File: config.mk
export PLATFORM = sky130hd
export DESIGN_NAME = alu_ctrl_seq
export DESIGN_NICKNAME = d
export VERILOG_FILES = /design/src/rtl/alu_ctrl_seq.sv
export SDC_FILE = /design/constraint.sdc
export NUM_CORES = 1
export LEC_CHECK = 0
export CORE_MARGIN = 5
export CORE_UTILIZATION = 30
export CTS_CLUSTER_SIZE = 24
export DETAILED_ROUTE_END_ITERATION = 10
export PLACE_DENSITY = 0.7
export SYNTH_ARGS = -nofsm -noshare
export SYNTH_HDL_FRONTEND = slang
export SYNTH_SLANG_ARGS = --single-unit
File: constraint.sdc
create_clock -name clk -period 3.71 [get_ports clk]
set_input_delay 0.371 -clock clk [delete_from_list [all_inputs] [get_ports clk]]
set_output_delay 0.371 -clock clk [all_outputs]
set_load 0.05 [all_outputs]
File: src/rtl/alu_ctrl_seq.sv
// Registered ALU control decoder with valid/ready handshake and a multi-cycle hold
// for one configurable control code.
module alu_ctrl_seq #(
  parameter int unsigned        FUNC_W  = 11,
  parameter int unsigned        CTRL_W  = 3,
  parameter logic [CTRL_W-1:0]  MC_CODE = CTRL_W'(3'b110),
  parameter int unsigned        MC_LAT  = 4
) (
  input  logic              clk,
  input  logic              rst_n,
  input  logic              in_valid,
  output logic              in_ready,
  input  logic [1:0]        alu_op,
  input  logic [FUNC_W-1:0] func,
  output logic              out_valid,
  input  logic              out_ready,
  output logic [CTRL_W-1:0] alu_control,
  output logic              illegal,
  output logic              busy
);

  localparam int unsigned CNT_W = $clog2(MC_LAT + 1);

  typedef enum logic [1:0] {StEmpty, StFull, StMulti} state_e;

  state_e             state_q;
  logic [CNT_W-1:0]   cnt_q;
  logic [2:0]         dec_code;
  logic               dec_ill;
  logic [CTRL_W-1:0]  dec_ctrl;
  logic               is_mc;
  logic               accept;

  // Only func[3:0] participates in decode.
  logic unused_func;
  assign unused_func = ^func[FUNC_W-1:4];

  always_comb begin
    dec_code = 3'b000;
    dec_ill  = 1'b0;
    unique case (alu_op)
      2'b00: dec_code = 3'b000;
      2'b01: dec_code = 3'b001;
      2'b11: dec_code = 3'b111;
      2'b10: begin
        case (func[3:0])
          4'b0000: dec_code = 3'b000;
          4'b0001: dec_code = 3'b001;
          4'b0010: dec_code = 3'b010;
          4'b0011: dec_code = 3'b011;
          4'b0100: dec_code = 3'b100;
          4'b0101: dec_code = 3'b101;
          4'b0110: dec_code = 3'b100;
          4'b0111: dec_code = 3'b101;
          4'b1000: dec_code = 3'b110;
          4'b1001: dec_code = 3'b110;
          default: begin
            dec_code = 3'b000;
            dec_ill  = 1'b1;
          end
        endcase
      end
      default: dec_code = 3'b000;
    endcase
  end

  assign dec_ctrl = CTRL_W'(dec_code);
  assign is_mc    = (dec_ctrl == MC_CODE) && (MC_LAT > 1) && !dec_ill;
  assign in_ready = (state_q == StEmpty) || ((state_q == StFull) && out_ready);
  assign accept   = in_valid && in_ready;

  always_ff @(posedge clk or negedge rst_n) begin
    if (!rst_n) begin
      state_q     <= StEmpty;
      cnt_q       <= '0;
      out_valid   <= 1'b0;
      busy        <= 1'b0;
      alu_control <= '0;
      illegal     <= 1'b0;
    end else if (accept) begin
      alu_control <= dec_ctrl;
      illegal     <= dec_ill;
      if (is_mc) begin
        state_q   <= StMulti;
        cnt_q     <= CNT_W'(MC_LAT - 1);
        out_valid <= 1'b0;
        busy      <= 1'b1;
      end else begin
        state_q   <= StFull;
        cnt_q     <= '0;
        out_valid <= 1'b1;
        busy      <= 1'b0;
      end
    end else begin
      case (state_q)
        StFull: begin
          if (out_ready) begin
            state_q   <= StEmpty;
            out_valid <= 1'b0;
          end
        end
        StMulti: begin
          // Last hold cycle: result becomes visible on this edge.
          if (cnt_q <= CNT_W'(1)) begin
            state_q   <= StFull;
            cnt_q     <= '0;
            out_valid <= 1'b1;
            busy      <= 1'b0;
          end else begin
            cnt_q <= cnt_q - CNT_W'(1);
          end
        end
        default: ;
      endcase
    end
  end

endmodule

==> results by group, run 1 <==
Setup path
  • CP Data Arrival Time: 1.83 ns
  • CP Data Required Time: 3.34 ns
  • Setup CP Type: primary input to output pin
  • Crit-path max cell delay: 0.81 ns
  • Worst path cell trace: clkdlybuf4s50_1, nor2b_1, nor2_1, clkdlybuf4s50_1
  • Reg-to-reg startpoint: cnt_q[0]
  • Crit path launch: out_ready
  • Cell count of the worst reg-to-reg path: 4
  • Reg-to-reg endpoint: cnt_q[2]
  • CP max FO: 3
  • Flop-to-flop setup slack: 2.27 ns
  • Crit path launch type: primary input
  • Most frequent cell on the critical path: clkdlybuf4s50_1
  • CP endpoint: in_ready
  • CP max stage cell: clkdlybuf4s50_1
  • Critical Path Sink Type: output pin

Logic synthesis
  • Share of flip-flops with an asynchronous set or reset: 100%
  • Post-Syn Area: 567 um^2
  • Gate Count Post-Synth: 62
  • Library cells used by synthesis: 26
  • Sequential share of the synthesized area: 44.2%
  • Largest family of logic cells by synthesized area: compound AO/OA/AOI/OAI gates
  • Top post-synthesis cells by area: dfrtp_1, nand2_1, ha_1
  • Synth Area in XOR/XNOR: 1.55%
  • Yosys warning total: 0
  • Most used DFF post-synth: dfrtp_1
  • Syn nets: 81
  • Compound-cell area share of the yosys netlist: 23.4%
  • Yosys reg bits: 10
  • Synth Area per Inst: 9.14 um^2
  • Number of synthesized flops with an enable pin: 0
  • Synth area leader: dfrtp_1
  • Commonest cells post-synth: dfrtp_1, nand2_1, inv_1, o21ai_0, nor2_1
  • Adder-Cell Fraction of Synth Area: 4.42%
  • Post-synthesis mux area share: 0%
  • Post-synthesis simple-gate area fraction: 22.5%
  • Top cell type's share of synthesized area: 44.2%

Worst hold path
  • Worst Hold Class: primary input to async pin

Placed design
  • Detailed Place HPWL: 1.00 mm
  • IO Port Bufs: 16
  • Placer congestion estimate: 0.753
  • Cells after DPL: 103

CTS
  • Clk pin slew, worst setup/hold paths: 0.07 ns
  • TritonCTS clock tree: built
  • Clock Sinks: 10
  • TritonCTS Buffers: 3
  • Clk root buf: clkbuf_4
  • Clock buffer depth: 2
  • Post_cts resized: 0
  • Post-CTS Setup Repair Bufs: 0
  • Worst skew pair latency: 0.26 ns
  • Htree depth: 1
  • Cts hold-fix bufs: 0

Power
  • Sw Ratio: 43.1%
  • Seq pwr share: 32.6%
  • P_int: 0.000275 W
  • Logic pwr share: 46.6%
  • Static Leak: 0.350 nW
  • Cell Pwr Density: 609 nW/um^2
  • Clock network fraction of total power: 20.8%
  • Switch Pwr: 0.000209 W
  • Maximum vdd drop: 0.000301 V

Global route
  • GR met3 Demand/Resource: 2.54%
  • M2 GR Usage: 15.1%
  • Initial antenna violation count: 0
  • Largest net degree at the start of global routing: 11
  • Total grt overflow: 0
  • First-pass GRT wire length: 2.15 mm
  • GRT Max-Usage Layer: met2
  • Met1 Use GR: 14.7%
  • GRT Util Overall: 10.8%
  • Vias in the first global route: 487

Floorplanning
  • Die area: 2860 um^2
  • Starting Density: 32.1%
  • Die X: 53.5 um
  • # rows: 15
  • DIE HEIGHT: 53.5 um
  • Io pins: 24
  • Core area: 1760 um^2

Drt
  • Antenna viol nets, final: 0
  • Pre-antenna DRT Iters: 4
  • DR iter-0 viols: 8
  • Routed WL: 1.35 mm
  • WL/cell: 12.6 um
  • Post-route DRC: 0
  • Drt via density: 4.71
  • Vias: 504

Layout
  • Area Growth Syn to Fin: 40.2%
  • Post-Layout Cell Count: 107
  • Final net count: 102
  • Share of layout cells above drive strength 1: 9.76%
  • Final core utilization: 45.0%
  • Diodes inserted: 0

Job
  • Max Cap Violations: 0

STA
  • Fin Clk Skew: 0.00127 ns
  • Setup violations, final: 0
  • Slew at the pin closest to its max-slew limit: 0.541 ns
  • Min Tclk post-route: 2.20 ns
  • Max-slew violations: 0
  • Post-route clock period utilization: 59.3%
  • RSZ-0062 raised after global routing: false
  • Setup TNS: 0 ns
  • Number of hold violations in the final report: 0
  • Max-slew headroom: 63.7%
  • Achievable Freq: 455 MHz

Status
  • Status: complete, no violations
==> how the worst min path moves through the flow <==
stage	startpoint	end	slack, ns
floorplan	rst_n	alu_control[0]	0.08
global placement	illegal	illegal	0.47
detailed placement	illegal	illegal	0.48
CTS	rst_n	illegal	0.43
global route	rst_n	illegal	0.46
finish	rst_n	illegal	0.42
==> layout by cell type, fill, tap and decap left out <==
cell	netlist	final
nor3_1	1	1
o21ai_1	1	1
o2111a_1	1	1
nor3b_2	1	1
inv_1	6	6
dfrtp_1	10	10
nand3_1	1	1
o21ai_0	5	5
o211ai_1	2	2
nand3b_1	1	1
nor2b_1	3	3
o21ba_2	1	1
nor2_1	4	4
xor2_1	1	1
clkbuf_4	0	3
o21bai_1	1	1
clkbuf_8	0	1
ha_1	2	2
nand2_1	10	10
a32oi_1	1	1
clkdlybuf4s50_1	0	16
a31oi_1	1	1
nand4_2	1	1
a21boi_2	1	1
a21oi_1	3	3
o311ai_0	1	1
and2b_1	1	1
or3_1	1	1
o2111ai_1	1	1
==> flip-flops by register name (all words and copies together), names as in the netlist <==
name         count
cnt_q            3
state_q          2
busy             1
illegal          1
alu_control      3
==> worst max-delay path, delay by kind of cell <==
kind / cells / cell delay [ns]
buffers and inverters: 2 / 1.31
and+or+nand+nor: 2 / 0.14
==> power groups by stage <==
stage	registers (W)	logic (W)	clock network, W
6_report	0.000158	0.000225	0.000101
5_1_grt	0.000163	0.000238	0.000108
4_1_cts	0.000159	0.000226	0.000104
3_5_place_dp	0.000161	0.000225	0
3_3_place_gp	0.000159	0.000222	0
2_1_floorplan	0.000230	0.0000727	0
==> cell families after synthesis <==
group	count (synthesis)
AO/OA/AOI/OAI	19
XOR/XNOR	1
adder cells (fa/ha/maj)	2
buffers and inverters	6
flip-flops	10
AND/OR/NAND/NOR	24
==> routing by layer <==
layer	share of wire, %	routed length (um)
met1	53	709
met2	44	589
met3	2.5	33
met4	0.97	13
met5	0	0
==> per-stage QoR <==
step	cell area, um^2	power, W	setup WS [ns]	hold slack, ns
2_1_floorplan	567	0.000303	1.89	0.0754
3_3_place_gp	758	0.000381	1.52	0.470
3_5_place_dp	758	0.000385	1.52	0.478
4_1_cts	795	0.000489	1.51	0.433
5_1_grt	795	0.000510	1.49	0.457
6_report	795	0.000484	1.51	0.422
==> final cells by class <==
class | count | area [um^2]
inverters | 6 | 22.5
clock buffers | 4 | 36.3
repair buffers | 16 | 160
flip-flops and latches | 10 | 250
fillers | 190 | 970
multi-input cells | 46 | 294
well taps | 25 | 31.3
No activity file was read; power rests on OpenSTA's default activity.
==> inputs of run 2 (changes only) <==
==> constraint.sdc (replaced) <==
create_clock -name clk -period 2.2 [get_ports clk]
set_input_delay 0.22 -clock clk [delete_from_list [all_inputs] [get_ports clk]]
set_output_delay 0.22 -clock clk [all_outputs]
set_load 0.05 [all_outputs]
==> results by group, run 2 (synthesized netlist as in run 1, its figures left out) <==
Setup path
  • Cell family with most CP delay: buffers and inverters (unchanged)
  • Setup CP Type: register to output pin (was primary input to output pin)
  • CP max stage cell: clkdlybuf4s50_1 (unchanged)
  • CP max FO: 6 (was 3)
  • Worst path cell trace: clkdlybuf4s50_1 (was clkdlybuf4s50_1, nor2b_1, nor2_1, clkdlybuf4s50_1)
  • Crit path launch type: register (was primary input)
  • Number of buffers and inverters on the critical path: 1 (was 2)
  • Flop-to-flop setup slack: 0.76 ns (was 2.27 ns)
  • Critical Path Sink Type: output pin (unchanged)
  • CP Data Arrival Time: 1.53 ns (was 1.83 ns)
  • Reg-to-reg startpoint: cnt_q[0] (unchanged)
  • CP Data Required Time: 1.98 ns (was 3.34 ns)
  • Cell count of the worst reg-to-reg path: 4 (unchanged)
  • Reg-to-reg endpoint: cnt_q[2] (unchanged)
  • Crit-path max cell delay: 0.83 ns (was 0.81 ns)

Floorplanning
  • Die X: 53.5 um (unchanged)
  • Io pins: 24 (unchanged)
  • Starting Density: 32.1% (unchanged)
  • Die area: 2860 um^2 (unchanged)
  • DIE HEIGHT: 53.5 um (unchanged)
  • # rows: 15 (unchanged)
  • Core area: 1760 um^2 (unchanged)

Global route
  • Initial antenna violation count: 0 (unchanged)
  • GRT Util Overall: 11.5% (was 10.8%)
  • Vias in the first global route: 531 (was 487)
  • Total grt overflow: 0 (unchanged)
  • Largest net degree at the start of global routing: 11 (unchanged)
  • First-pass GRT wire length: 2.28 mm (was 2.15 mm)

Power
  • Maximum vdd drop: 0.000451 V (was 0.000301 V)
  • Cell Pwr Density: 1030 nW/um^2 (was 609 nW/um^2)
  • Static Leak: 0.350 nW (about the same)

Placed design
  • IO Port Bufs: 16 (unchanged)
  • Placer congestion estimate: 0.733 (was 0.753)
  • Detailed Place HPWL: 986 um (was 1.00 mm)
  • Post-DP Area: 756 um^2 (was 758 um^2)

STA
  • RSZ-0062 raised after global routing: false (unchanged)
  • Max-slew violations: 0 (unchanged)
  • Achievable Freq: 571 MHz
  • Number of hold violations in the final report: 0 (unchanged)
  • Post-route clock period utilization: 79.6%
  • Max-slew headroom: 62.6% (was 63.7%)
  • Worst Hold Slack: 0.267 ns (was 0.422 ns)
  • Slew at the pin closest to its max-slew limit: 0.558 ns (was 0.541 ns)
  • Fin Clk Skew: 0.00109 ns (was 0.00127 ns)
  • Setup violations, final: 0 (unchanged)
  • Setup TNS: 0 ns (unchanged)
  • Min Tclk post-route: 1.75 ns

Job
  • Max Cap Violations: 0 (unchanged)

Drt
  • DR iter-0 viols: 5 (was 8)
  • Vias: 507 (was 504)
  • Drt via density: 4.74 (was 4.71)
  • Post-route DRC: 0 (unchanged)
  • Pre-antenna DRT Iters: 4 (unchanged)
  • WL/cell: 11.8 um (was 12.6 um)
  • Routed WL: 1.27 mm (was 1.35 mm)
  • Antenna viol nets, final: 0 (unchanged)

Status
  • Status: complete, no violations (unchanged)

Layout
  • Leading registers by flop count: alu_control x3, cnt_q x3, state_q x2 (unchanged)
  • Commonest non-fill, non-tap cell in the layout: clkdlybuf4s50_1 (unchanged)
  • Final net count: 102 (unchanged)
  • Most frequent cells in the layout: clkdlybuf4s50_1, nand2_1, dfrtp_1, inv_1, o21ai_0 (unchanged)
  • Area Growth Syn to Fin: 39.7% (was 40.2%)
  • Diodes inserted: 0 (unchanged)
  • Share of layout cells above drive strength 1: 11.0% (was 9.76%)
  • Design Area, Final: 792 um^2 (was 795 um^2)

CTS
  • Clock buffer depth: 2 (unchanged)
  • TritonCTS Buffers: 3 (unchanged)
  • Clk pin slew, worst setup/hold paths: 0.07 ns (about the same)
  • Worst skew pair latency: 0.27 ns (was 0.26 ns)
  • Cts hold-fix bufs: 0 (unchanged)
  • Clock Sinks: 10 (unchanged)
  • Post_cts resized: 0 (unchanged)
  • Post-CTS Setup Repair Bufs: 0 (unchanged)
  • Clk root buf: clkbuf_4 (unchanged)
  • Htree depth: 1 (unchanged)
  • TritonCTS clock tree: built (unchanged)

Worst hold path
  • Worst Hold Class: primary input to async pin (unchanged)
==> run 2: worst register-to-register path: stages (launching register included) <==
cell	delay, ns
dfrtp_1	0.43
ha_1	0.23
o21ba_2	0.23
or3_1	0.34
a21oi_1	0.13
==> run 2: where the power goes <==
part / total (W) / switching, W / internal, W
registers: 0.000264 / 0.0000327 / 0.000231
logic: 0.000374 / 0.000243 / 0.000130
clock network: 0.000174 / 0.0000732 / 0.000101
total: 0.000812 / 0.000349 / 0.000462
==> run 2: worst max-delay path by stage <==
stage	start	to	slack (ns)	cells past startpoint
2_1_floorplan	state_q[0]	in_ready	0.53	2
3_3_place_gp	func[3]	state_q[0]	0.54	5
3_5_place_dp	func[3]	state_q[0]	0.51	5
4_1_cts	state_q[0]	out_valid	0.44	1
5_1_grt	state_q[0]	out_valid	0.39	1
6_report	state_q[0]	out_valid	0.45	1
==> run 2: routing by layer <==
layer  global-route usage (%)  up-vias  wire, um
met5                        0        -         0
li1                         -      258         -
met4                     6.38        0        33
met3                     4.51        5        69
met1                     14.2      229       585
met2                     16.7       15       579
==> run 2: stage by stage <==
stage	worst slack [ns]	util (%)	total power (W)	instances
CTS	0.439	44.9	0.000820	107
finish	0.450	44.9	0.000812	107
floorplan	0.532	-	0.000511	62
global placement	0.543	42.8	0.000641	103
global route	0.392	44.9	0.000871	107
detailed placement	0.510	42.8	0.000645	103
==> run 2: layout make-up <==
cell class,instances,area [um^2]
clock buffer,4,36.3
fill,182,972
inverter,6,22.5
multi-input combinational,46,294
sequential,10,250
tap,25,31.3
timing repair buffer,16,158
